File: src/rtl/gol_pkg.sv
// Shared types, constants and helpers for the Game-of-Life board store.
package gol_pkg;

    // Board controller states: normal update traffic or seed loading.
    typedef enum logic [0:0] {
        ST_IDLE = 1'b0,
        ST_LOAD = 1'b1
    } gol_state_e;

    // Glider seed, occupying bits [2:0] of rows 0..2 after reset.
    localparam logic [2:0] GLIDER_ROW0 = 3'b010;
    localparam logic [2:0] GLIDER_ROW1 = 3'b001;
    localparam logic [2:0] GLIDER_ROW2 = 3'b111;

    // Next row index on a torus of n rows.
    function automatic logic [31:0] wrap_inc(input logic [31:0] idx, input logic [31:0] n);
        if (idx + 32'd1 >= n) begin
            return 32'd0;
        end else begin
            return idx + 32'd1;
        end
    endfunction

    // Previous row index on a torus of n rows.
    function automatic logic [31:0] wrap_dec(input logic [31:0] idx, input logic [31:0] n);
        if (idx == 32'd0) begin
            return n - 32'd1;
        end else begin
            return idx - 32'd1;
        end
    endfunction

endpackage

File: src/rtl/gol_bank.sv
// One ROWS x WIDTH board bank: single synchronous write port, async reset
// to either the glider seed or all-zero, contents exposed flattened.
module gol_bank
    import gol_pkg::*;
#(
    parameter int WIDTH       = 8,
    parameter int ROWS        = 8,
    parameter int REGBITS     = $clog2(ROWS),
    parameter bit INIT_GLIDER = 1'b0
) (
    input  logic                    clk,
    input  logic                    rst_n,
    input  logic                    we_i,
    input  logic [REGBITS-1:0]      wa_i,
    input  logic [WIDTH-1:0]        wd_i,
    output logic [ROWS*WIDTH-1:0]   rows_o
);

    logic [WIDTH-1:0] mem_q [ROWS];
    logic             wa_ok_s;

    // Reset value of a given row for this bank.
    function automatic logic [WIDTH-1:0] init_row(input int r);
        logic [WIDTH-1:0] v;
        v = '0;
        if (INIT_GLIDER) begin
            if (r == 32'sd0) begin
                v[2:0] = GLIDER_ROW0;
            end else if (r == 32'sd1) begin
                v[2:0] = GLIDER_ROW1;
            end else if (r == 32'sd2) begin
                v[2:0] = GLIDER_ROW2;
            end else begin
                v = '0;
            end
        end else begin
            v = '0;
        end
        return v;
    endfunction

    assign wa_ok_s = (32'(wa_i) < ROWS);

    // Row storage: reset to the seed pattern, otherwise accept in-range writes.
    always_ff @(posedge clk or negedge rst_n) begin
        if (!rst_n) begin
            for (int r = 0; r < ROWS; r++) begin
                mem_q[r] <= init_row(r);
            end
        end else if (we_i && wa_ok_s) begin
            mem_q[wa_i] <= wd_i;
        end
    end

    for (genvar g = 0; g < ROWS; g++) begin : g_flat
        assign rows_o[g*WIDTH +: WIDTH] = mem_q[g];
    end

endmodule

File: src/rtl/gol_board_state.sv
// Double-buffered Game-of-Life board: current/next banks, toroidal row
// reads, seed loader, generation counter and stability/liveness status.
module gol_board_state
    import gol_pkg::*;
#(
    parameter int WIDTH   = 8,
    parameter int ROWS    = 8,
    parameter int REGBITS = $clog2(ROWS),
    parameter int GENBITS = 16
) (
    input  logic               ph2,
    input  logic               reset_n,
    input  logic [REGBITS-1:0] ra,
    output logic [WIDTH-1:0]   rd_above,
    output logic [WIDTH-1:0]   rd_cur,
    output logic [WIDTH-1:0]   rd_below,
    input  logic               we,
    input  logic [REGBITS-1:0] wa,
    input  logic [WIDTH-1:0]   wd,
    input  logic               swap,
    input  logic               load_start,
    input  logic               load_valid,
    input  logic [WIDTH-1:0]   load_data,
    output logic               load_ready,
    output logic               busy,
    output logic [GENBITS-1:0] gen_count,
    output logic               alive,
    output logic               stable
);

    gol_state_e         state_q, state_d;
    logic               bank_sel_q, bank_sel_d;
    logic [REGBITS-1:0] lp_q, lp_d;
    logic [GENBITS-1:0] gen_q, gen_d;
    logic               stable_q, stable_d;

    logic [ROWS*WIDTH-1:0] rows0_s, rows1_s, cur_rows_s, nxt_rows_s;
    logic                  wr_en_s, wr_bank_s, we0_s, we1_s;
    logic [REGBITS-1:0]    wr_addr_s;
    logic [WIDTH-1:0]      wr_data_s;
    logic                  ra_ok_s;
    logic [REGBITS-1:0]    ra_up_s, ra_dn_s;

    gol_bank #(
        .WIDTH(WIDTH), .ROWS(ROWS), .REGBITS(REGBITS), .INIT_GLIDER(1'b1)
    ) u_bank0 (
        .clk(ph2), .rst_n(reset_n), .we_i(we0_s), .wa_i(wr_addr_s),
        .wd_i(wr_data_s), .rows_o(rows0_s)
    );

    gol_bank #(
        .WIDTH(WIDTH), .ROWS(ROWS), .REGBITS(REGBITS), .INIT_GLIDER(1'b0)
    ) u_bank1 (
        .clk(ph2), .rst_n(reset_n), .we_i(we1_s), .wa_i(wr_addr_s),
        .wd_i(wr_data_s), .rows_o(rows1_s)
    );

    assign cur_rows_s = bank_sel_q ? rows1_s : rows0_s;
    assign nxt_rows_s = bank_sel_q ? rows0_s : rows1_s;

    // Write steering: the loader fills the current bank, the engine the next one.
    always_comb begin
        wr_en_s   = 1'b0;
        wr_bank_s = 1'b0;
        wr_addr_s = '0;
        wr_data_s = '0;
        if (state_q == ST_LOAD) begin
            wr_en_s   = load_valid;
            wr_bank_s = bank_sel_q;
            wr_addr_s = lp_q;
            wr_data_s = load_data;
        end else begin
            wr_en_s   = we;
            wr_bank_s = ~bank_sel_q;
            wr_addr_s = wa;
            wr_data_s = wd;
        end
        we0_s = wr_en_s && (wr_bank_s == 1'b0);
        we1_s = wr_en_s && (wr_bank_s == 1'b1);
    end

    // Controller next state: swaps and load start in IDLE, row handshakes in LOAD.
    always_comb begin
        state_d    = state_q;
        bank_sel_d = bank_sel_q;
        lp_d       = lp_q;
        gen_d      = gen_q;
        stable_d   = stable_q;
        case (state_q)
            ST_IDLE: begin
                if (swap) begin
                    bank_sel_d = ~bank_sel_q;
                    gen_d      = gen_q + GENBITS'(1'b1);
                    stable_d   = (nxt_rows_s == cur_rows_s);
                end else begin
                    bank_sel_d = bank_sel_q;
                end
                if (load_start) begin
                    state_d = ST_LOAD;
                    lp_d    = '0;
                end else begin
                    state_d = ST_IDLE;
                end
            end
            ST_LOAD: begin
                if (load_valid) begin
                    if (32'(lp_q) == ROWS - 1) begin
                        state_d  = ST_IDLE;
                        lp_d     = '0;
                        gen_d    = '0;
                        stable_d = 1'b0;
                    end else begin
                        lp_d = lp_q + REGBITS'(1'b1);
                    end
                end else begin
                    lp_d = lp_q;
                end
            end
            default: begin
                state_d = ST_IDLE;
                lp_d    = '0;
            end
        endcase
    end

    // Controller state registers.
    always_ff @(posedge ph2 or negedge reset_n) begin
        if (!reset_n) begin
            state_q    <= ST_IDLE;
            bank_sel_q <= 1'b0;
            lp_q       <= '0;
            gen_q      <= '0;
            stable_q   <= 1'b0;
        end else begin
            state_q    <= state_d;
            bank_sel_q <= bank_sel_d;
            lp_q       <= lp_d;
            gen_q      <= gen_d;
            stable_q   <= stable_d;
        end
    end

    assign ra_ok_s = (32'(ra) < ROWS);
    assign ra_up_s = REGBITS'(wrap_dec(32'(ra), 32'(ROWS)));
    assign ra_dn_s = REGBITS'(wrap_inc(32'(ra), 32'(ROWS)));

    // Toroidal neighbour-row reads from the current bank; out-of-range rows read 0.
    always_comb begin
        if (ra_ok_s) begin
            rd_above = cur_rows_s[32'(ra_up_s)*WIDTH +: WIDTH];
            rd_cur   = cur_rows_s[32'(ra)*WIDTH +: WIDTH];
            rd_below = cur_rows_s[32'(ra_dn_s)*WIDTH +: WIDTH];
        end else begin
            rd_above = '0;
            rd_cur   = '0;
            rd_below = '0;
        end
    end

    assign load_ready = (state_q == ST_LOAD);
    assign busy       = (state_q == ST_LOAD);
    assign gen_count  = gen_q;
    assign alive      = |cur_rows_s;
    assign stable     = stable_q;

endmodule
File: config.mk
export PLATFORM = sky130hd
export DESIGN_NAME = gol_board_state
export DESIGN_NICKNAME = d
export VERILOG_FILES = /design/src/rtl/gol_pkg.sv /design/src/rtl/gol_bank.sv /design/src/rtl/gol_board_state.sv
export SDC_FILE = /design/constraint.sdc
export NUM_CORES = 1
export LEC_CHECK = 0
export ABC_AREA = 0
export CAP_MARGIN = 25
export CORE_MARGIN = 5
export CORE_UTILIZATION = 50
export CTS_CLUSTER_DIAMETER = 80
export DETAILED_ROUTE_END_ITERATION = 7
export PLACE_DENSITY_LB_ADDON = 0.12
export SLEW_MARGIN = 10
export SYNTH_ARGS = -nofsm -noshare
export SYNTH_HDL_FRONTEND = slang
export SYNTH_SLANG_ARGS = --single-unit
File: constraint.sdc
create_clock -name ph2 -period 7.3 [get_ports ph2]
set_clock_uncertainty 0.2 [all_clocks]
set_input_delay 1.46 -clock ph2 [delete_from_list [all_inputs] [get_ports ph2]]
set_output_delay 1.46 -clock ph2 [all_outputs]
set_load 0.005 [all_outputs]
### Yosys cells after proc, flatten, opt, wreduce, memory -nomap -nowiden

Index checks and enable logic that the tools add are counted.

| operators by class | value |
|---|---|
| shifts and indexed selects | 3 |
| equality and inequality tests | 6 |
| reduce and logical (&&, ||, !) cells | 8 |
| $add $sub $neg | 4 |
| $lt $le $gt $ge | 3 |
| muxes and demuxes | 28 |
| bitwise operators | 4 |

Operator list:

| kind | number |
|---|---|
| 64-bit by 7-bit indexed part select with 8-bit output | 3 |
| 64-bit bitwise mux | 2 |
| 64-bit 2-to-1 mux | 2 |
| 64-bit == test | 1 |
| 64-bit OR reduction | 1 |
| 16-bit 2-to-1 mux | 3 |
| 16-bit case mux with 2 select lines | 1 |
| 8-bit demux with 3-bit select | 1 |
| 3-bit 2-to-1 mux | 6 |
| 16-bit by 1-bit adder with 16-bit output, second input constant | 1 |
| 8-bit 2-to-1 mux | 2 |
| 4-bit >= comparator, second input constant | 2 |
| 1-bit 2-to-1 mux | 8 |
| 2-bit != test, second input constant | 3 |
| 3-bit case mux with 2 select lines | 1 |
| 3-bit by 1-bit adder with 4-bit output, second input constant | 1 |
| 4-bit by 1-bit less-than comparator with 1-bit output, second input constant | 1 |
| 3-bit inverter with 4-bit output | 1 |
| 1-bit case mux with 2 select lines | 2 |
| 2-bit AND reduction | 2 |
| 3-bit by 1-bit adder with 3-bit output, second input constant | 1 |
| 3-bit == test, second input constant | 1 |
| 1-bit logical AND | 3 |
| 3-bit logical NOT | 1 |
| 4 further kinds | 6 |

| word-level totals | value |
|---|---|
| register bits after elaboration | 150 |
| input bits | 28 |

### Depth between registers and ports, before layout

| depth | value |
|---|---|
| word-level depth | 7 |
| mapped depth | 9 |
| gate-level depth less buffers | 7 |

### By module

Synthesis repeated with hierarchy kept, for this count alone.

| second synthesis, totals | value |
|---|---|
| cells, all modules | 750 |
| area total of the unflattened synthesis | 10020.9 µm² |

Modules (own cells, without submodules):

| module | area each (µm²) | cells an instance | instances | sequential area each (µm²) |
|---|---|---|---|---|
| gol_board_state | 5109.9 | 464 | 1 | 550.5 |
| gol_bank at u_bank0 | 2458.6 | 143 | 1 | 1607.8 |
| gol_bank at u_bank1 | 2452.4 | 143 | 1 | 1601.5 |

### Worst setup path after synthesis

No wires, ideal clock.

| path | value |
|---|---|
| kind | in2out |
| from | input port ra[1] |
| to | output port rd_below[0] |
| stages on the path | 7 |
| arrival time | 3416 ps |
| buffers on the path | 3 |
| path slack | 2224 ps |
| cells stage by stage | buf_2 -> clkinv_1 -> ha_1 -> buf_2 -> buf_2 -> mux4_2 -> mux4_2 |

| between the ends | value |
|---|---|
| word-level cells in the longest chain between the ends | 4 |

RTL lines:

| what | line | RTL |
|---|---|---|
| start, declared | gol_board_state.sv:13 | `input logic [REGBITS-1:0] ra,` |
| 3-bit by 1-bit adder with 4-bit output (*) | gol_pkg.sv:20 | `return idx + 32'd1;` |
| 4-bit >= comparator | gol_pkg.sv:17 | `if (idx + 32'd1 >= n) begin` |
| 3-bit 2-to-1 mux (*) | gol_pkg.sv:17 |  |
| 64-bit by 7-bit indexed part select with 8-bit output (*) | gol_board_state.sv:152 | `rd_below = cur_rows_s[32'(ra_dn_s)*WIDTH +: WIDTH];` |
| end, declared | gol_board_state.sv:16 | `output logic [WIDTH-1:0] rd_below,` |

Mark *: on every way between the ends. The rest lies on a longest branch, timed or not.

### Worst setup path in the final report

| path | value |
|---|---|
| from | input port ra[1] |
| to | output port rd_below[1] |

The elaborated chain is that of the path after synthesis.

==> impl_metrics.csv <==
group,metric,value,unit
run_status,status,"complete, no violations",
flow_run,drv_cap,0,
synthesis,netlist_top_cells_area,"dfrtp_1, mux4_2, o21ai_0, nand2_1, mux2i_1",
clocking,insertion_delay,0.43,ns
synthesis,synth_flop_cell,"dfrtp_1",
die,pin_count,72,
clocking,post_cts_resized,0,
routing,wire_per_inst,25.6,µm
layout,finalNetCount,980,
global_route,grt_pass1_vias,7545,
critical_path,cp.depth,7,
die,rows,51,
clocking,cts_buffer_depth,2,
synthesis,syn_inst,900,
routing,dr_total_vias,7934,
pwr,pwr_density_cell,476,mW/mm²
global_route,antenna_found_initial,0,
synthesis,yosys_warnings,0,
synthesis,syn-cell-area,0.00980,mm²
critical_path,max_stage_delay,0.80,ns
critical_path,timing.rr.start,"bank_sel_q",
critical_path,crit_end,"rd_below[1]",
pwr,irDropWorstVdd,217,µV
placement,place_congestion,0.971,
routing,via_per_inst,6.48,
clocking,clk_pin_slew,0.06,ns
sta,max-slew-margin-rel,27.2,%
sta,final.setup.worst_slack,0.930,ns
sta,fin_crit_sh,87.3,%
critical_path,crit_path_start_kind,"input port",
clocking,cts_tree,"done",
pwr,p_leak,4.45,nW
critical_path,cp_num_buf_inv,4,
critical_path,critPathRequiredTime,5.64,ns
sta,setup_tns,0,ns
synthesis,syn_avg_cell_area,10.9,µm²
routing,drt_iter0_drc,1039,
synthesis,ys_ff_latch,150,
sta,timing.fmax,157,MHz
sta,final_hold_viol_count,0,
clocking,clkSinkCount,150,
sta,setup_viol,0,
critical_path,crit_fanout,12,
die,die_h,150,µm
critical_path,rr_worst_depth,5,
critical_path,critical_path.top_delay_family,"buffers and inverters",
global_route,grt_usage,28.8,%
global_route,grt_max_degree,85,
global_route,grt-ovfl-total,0,
placement,io_buffers,71,
critical_path,r2r-end,"u_bank1.rows_o[49]",
critical_path,crit_start,"ra[1]",
critical_path,path_cells,"clkdlybuf4s50_1, clkinv_1, ha_1, buf_4, mux4_2, mux4_2, clkdlybuf4s50_1",
sta,finalMaxSlewViolations,0,
placement,place_ws,0.955,ns
clocking,cts_buffers,17,
layout,multiInputGateArea,0.00564,mm²
synthesis,synth_fp_nets,934,
layout,area_delta_synth_final,14.4,%
placement,hpwlAfterDp,21900,µm
sta,rsz0062_at_grt,"no",
synthesis,synth_cell_type_count,58,
die,initial_core_util,50.5,%
critical_path,ff2ff_setup_slack,4.31,ns
die,dieWidth,150,µm
critical_path,critical_path_class,"in2out",
layout,seq_area,0.00376,mm²
routing,firstDrtPassIters,5,
routing,antenna_left,0,
layout,drive_gt1_share,18.1,%
hold_path,hp-class,"reg2reg",
synthesis,synthArstFlopShare,100,%
layout,final_area,0.0112,mm²
critical_path,cpMaxStageDelayCell,"ha_1",
synthesis,synth_edf_count,0,
clocking,root_buffer,"clkbuf_16",
critical_path,end_kind,"output pin",
routing,wl,31400,µm
sta,period_needed,6.37,ns
critical_path,crit_arrival,4.71,ns
placement,placed_cell_area,0.0106,mm²
sta,timing.hold.ws,0.289,ns
layout,final_util,57.8,%
synthesis,synth_top_cell_by_area,"dfrtp_1",
clocking,htree_num_levels,4,
clocking,postCtsSetupBuffers,0,
layout,diodes,0,
layout,fillerInstances,1662,
clocking,cts-hold-fix-buffers,0,
global_route,grt_pass1_wl,47600,µm
synthesis,yosysSeqAreaShare,38.4,%
die,die_area,0.0225,mm²
synthesis,synth_top_area_share,37.0,%
die,core,0.0194,mm²
sta,worstMarginPinSlew,1.07,ns
routing,drcViolationCount,0,
-- worst min-delay path by stage --
stage | depth (start not counted) | to | startpoint
after floorplan | 2 | stable | stable
after detailed placement | 1 | gen_count[15] | gen_count[15]
final | 1 | gen_count[15] | gen_count[15]
after global placement | 1 | gen_count[15] | gen_count[15]
after global routing | 1 | gen_count[15] | gen_count[15]
after CTS | 1 | gen_count[15] | gen_count[15]
-- kinds of logic (layout without fill, tap and decap cells) --
kind of cell | after synthesis | after routing | synth area share [%]
compound gates | 200 | 200 | 11.8
xor+xnor | 58 | 58 | 5.18
fa+ha+maj | 6 | 6 | 0.766
buf+inv | 74 | 133 | 4.30
flops | 150 | 150 | 38.4
mux | 134 | 134 | 25.9
simple gates | 278 | 278 | 13.7
-- metal layers --
layer	share of wire [%]	global-route usage (%)	wire [µm]	vias up
met4	3.5	10.8	1110	0
met2	44	41.4	13800	445
met1	41	41.2	13000	3927
met3	11	8.90	3510	71
met5	0	0	0	-
li1	-	-	-	3491
-- worst reg2reg max path, stage by stage, from the launching register on --
cell and delay [ns]:
dfrtp_4 1.00, inv_1 0.42, a2bb2oi_2 0.29, nor2_2 0.75, nor2_1 0.11, a21oi_1 0.16
-- metrics by stage --
| stage | instances | total power [mW] |
|---|---|---|
| 6_report | 1224 | 5.34 |
| 5_1_grt | 1224 | 5.63 |
| 4_1_cts | 1224 | 5.29 |
| 3_5_place_dp | 1192 | 4.37 |
| 3_3_place_gp | 1191 | 4.34 |
| 2_1_floorplan | 900 | 3.50 |
-- synthesized netlist by cell type, drive strengths merged (2+ instances only) --
| master | n |
|---|---|
| a31oi | 4 |
| mux2i | 36 |
| nand3 | 15 |
| o32ai | 2 |
| nor2b | 4 |
| o22ai | 4 |
| and2 | 3 |
| dfstp | 5 |
| o22a | 2 |
| o31ai | 2 |
| nand2 | 101 |
| ha | 6 |
| nand2b | 6 |
| mux2 | 3 |
| buf | 45 |
| xnor2 | 33 |
| clkinv | 2 |
| nor4 | 38 |
| a21oi | 68 |
| nor3 | 4 |
| nand4 | 25 |
| and3 | 3 |
| dfrtp | 145 |
| a211oi | 4 |
| o211ai | 2 |
| mux4 | 95 |
| xor2 | 25 |
| a22oi | 14 |
| nor2 | 74 |
| clkbuf | 16 |
| and4 | 2 |
| inv | 11 |
| a22o | 4 |
| o21ai | 87 |
| o2bb2ai | 2 |
-- cell usage in the layout (no fill, tap or decap), types with 5 or more instances in the layout --
cell type        instances
clkbuf_16               17
nand3_1                 14
xnor2_1                 33
nor2_1                  68
mux2i_1                 32
inv_1                   11
nor4_1                  38
dfstp_2                  5
ha_1                     6
xor2_1                  25
clkdlybuf4s50_1         69
mux4_2                  95
nand4_1                 25
nand2_1                101
buf_4                   17
a21oi_1                 68
o21ai_0                 82
a22oi_1                 14
nand2b_1                 5
dfrtp_1                144
-- report_power, final --
| part | internal, mW | leakage, nW | switching (mW) | total (mW) |
|---|---|---|---|---|
| Sequential | 1.20 | 1.84 | 0.783 | 1.98 |
| Combinational | 1.37 | 2.32 | 1.08 | 2.44 |
| Clock | 0.526 | 0.291 | 0.387 | 0.914 |
| Total | 3.09 | 4.45 | 2.25 | 5.34 |
-- sequential cells by signal, summed over array words and instances, names as in the netlist --
| signal | cells |
|---|---|
| bank_sel_q | 1 |
| busy | 1 |
| gen_count | 16 |
| lp_q | 3 |
| stable | 1 |
| u_bank0.rows_o | 64 |
| u_bank1.rows_o | 64 |
-- final cells by class --
| cell class | count | share of cell area [%] |
|---|---|---|
| Multi-Input combinational cell | 676 | 50.3 |
| Sequential cell | 150 | 33.6 |
| Timing Repair Buffer | 88 | 7.44 |
| Clock buffer | 19 | 4.04 |
| Tap cell | 265 | 2.96 |
| Clock inverter | 13 | 1.31 |
| Inverter | 13 | 0.435 |
No activity file was read; power rests on OpenSTA's default activity.
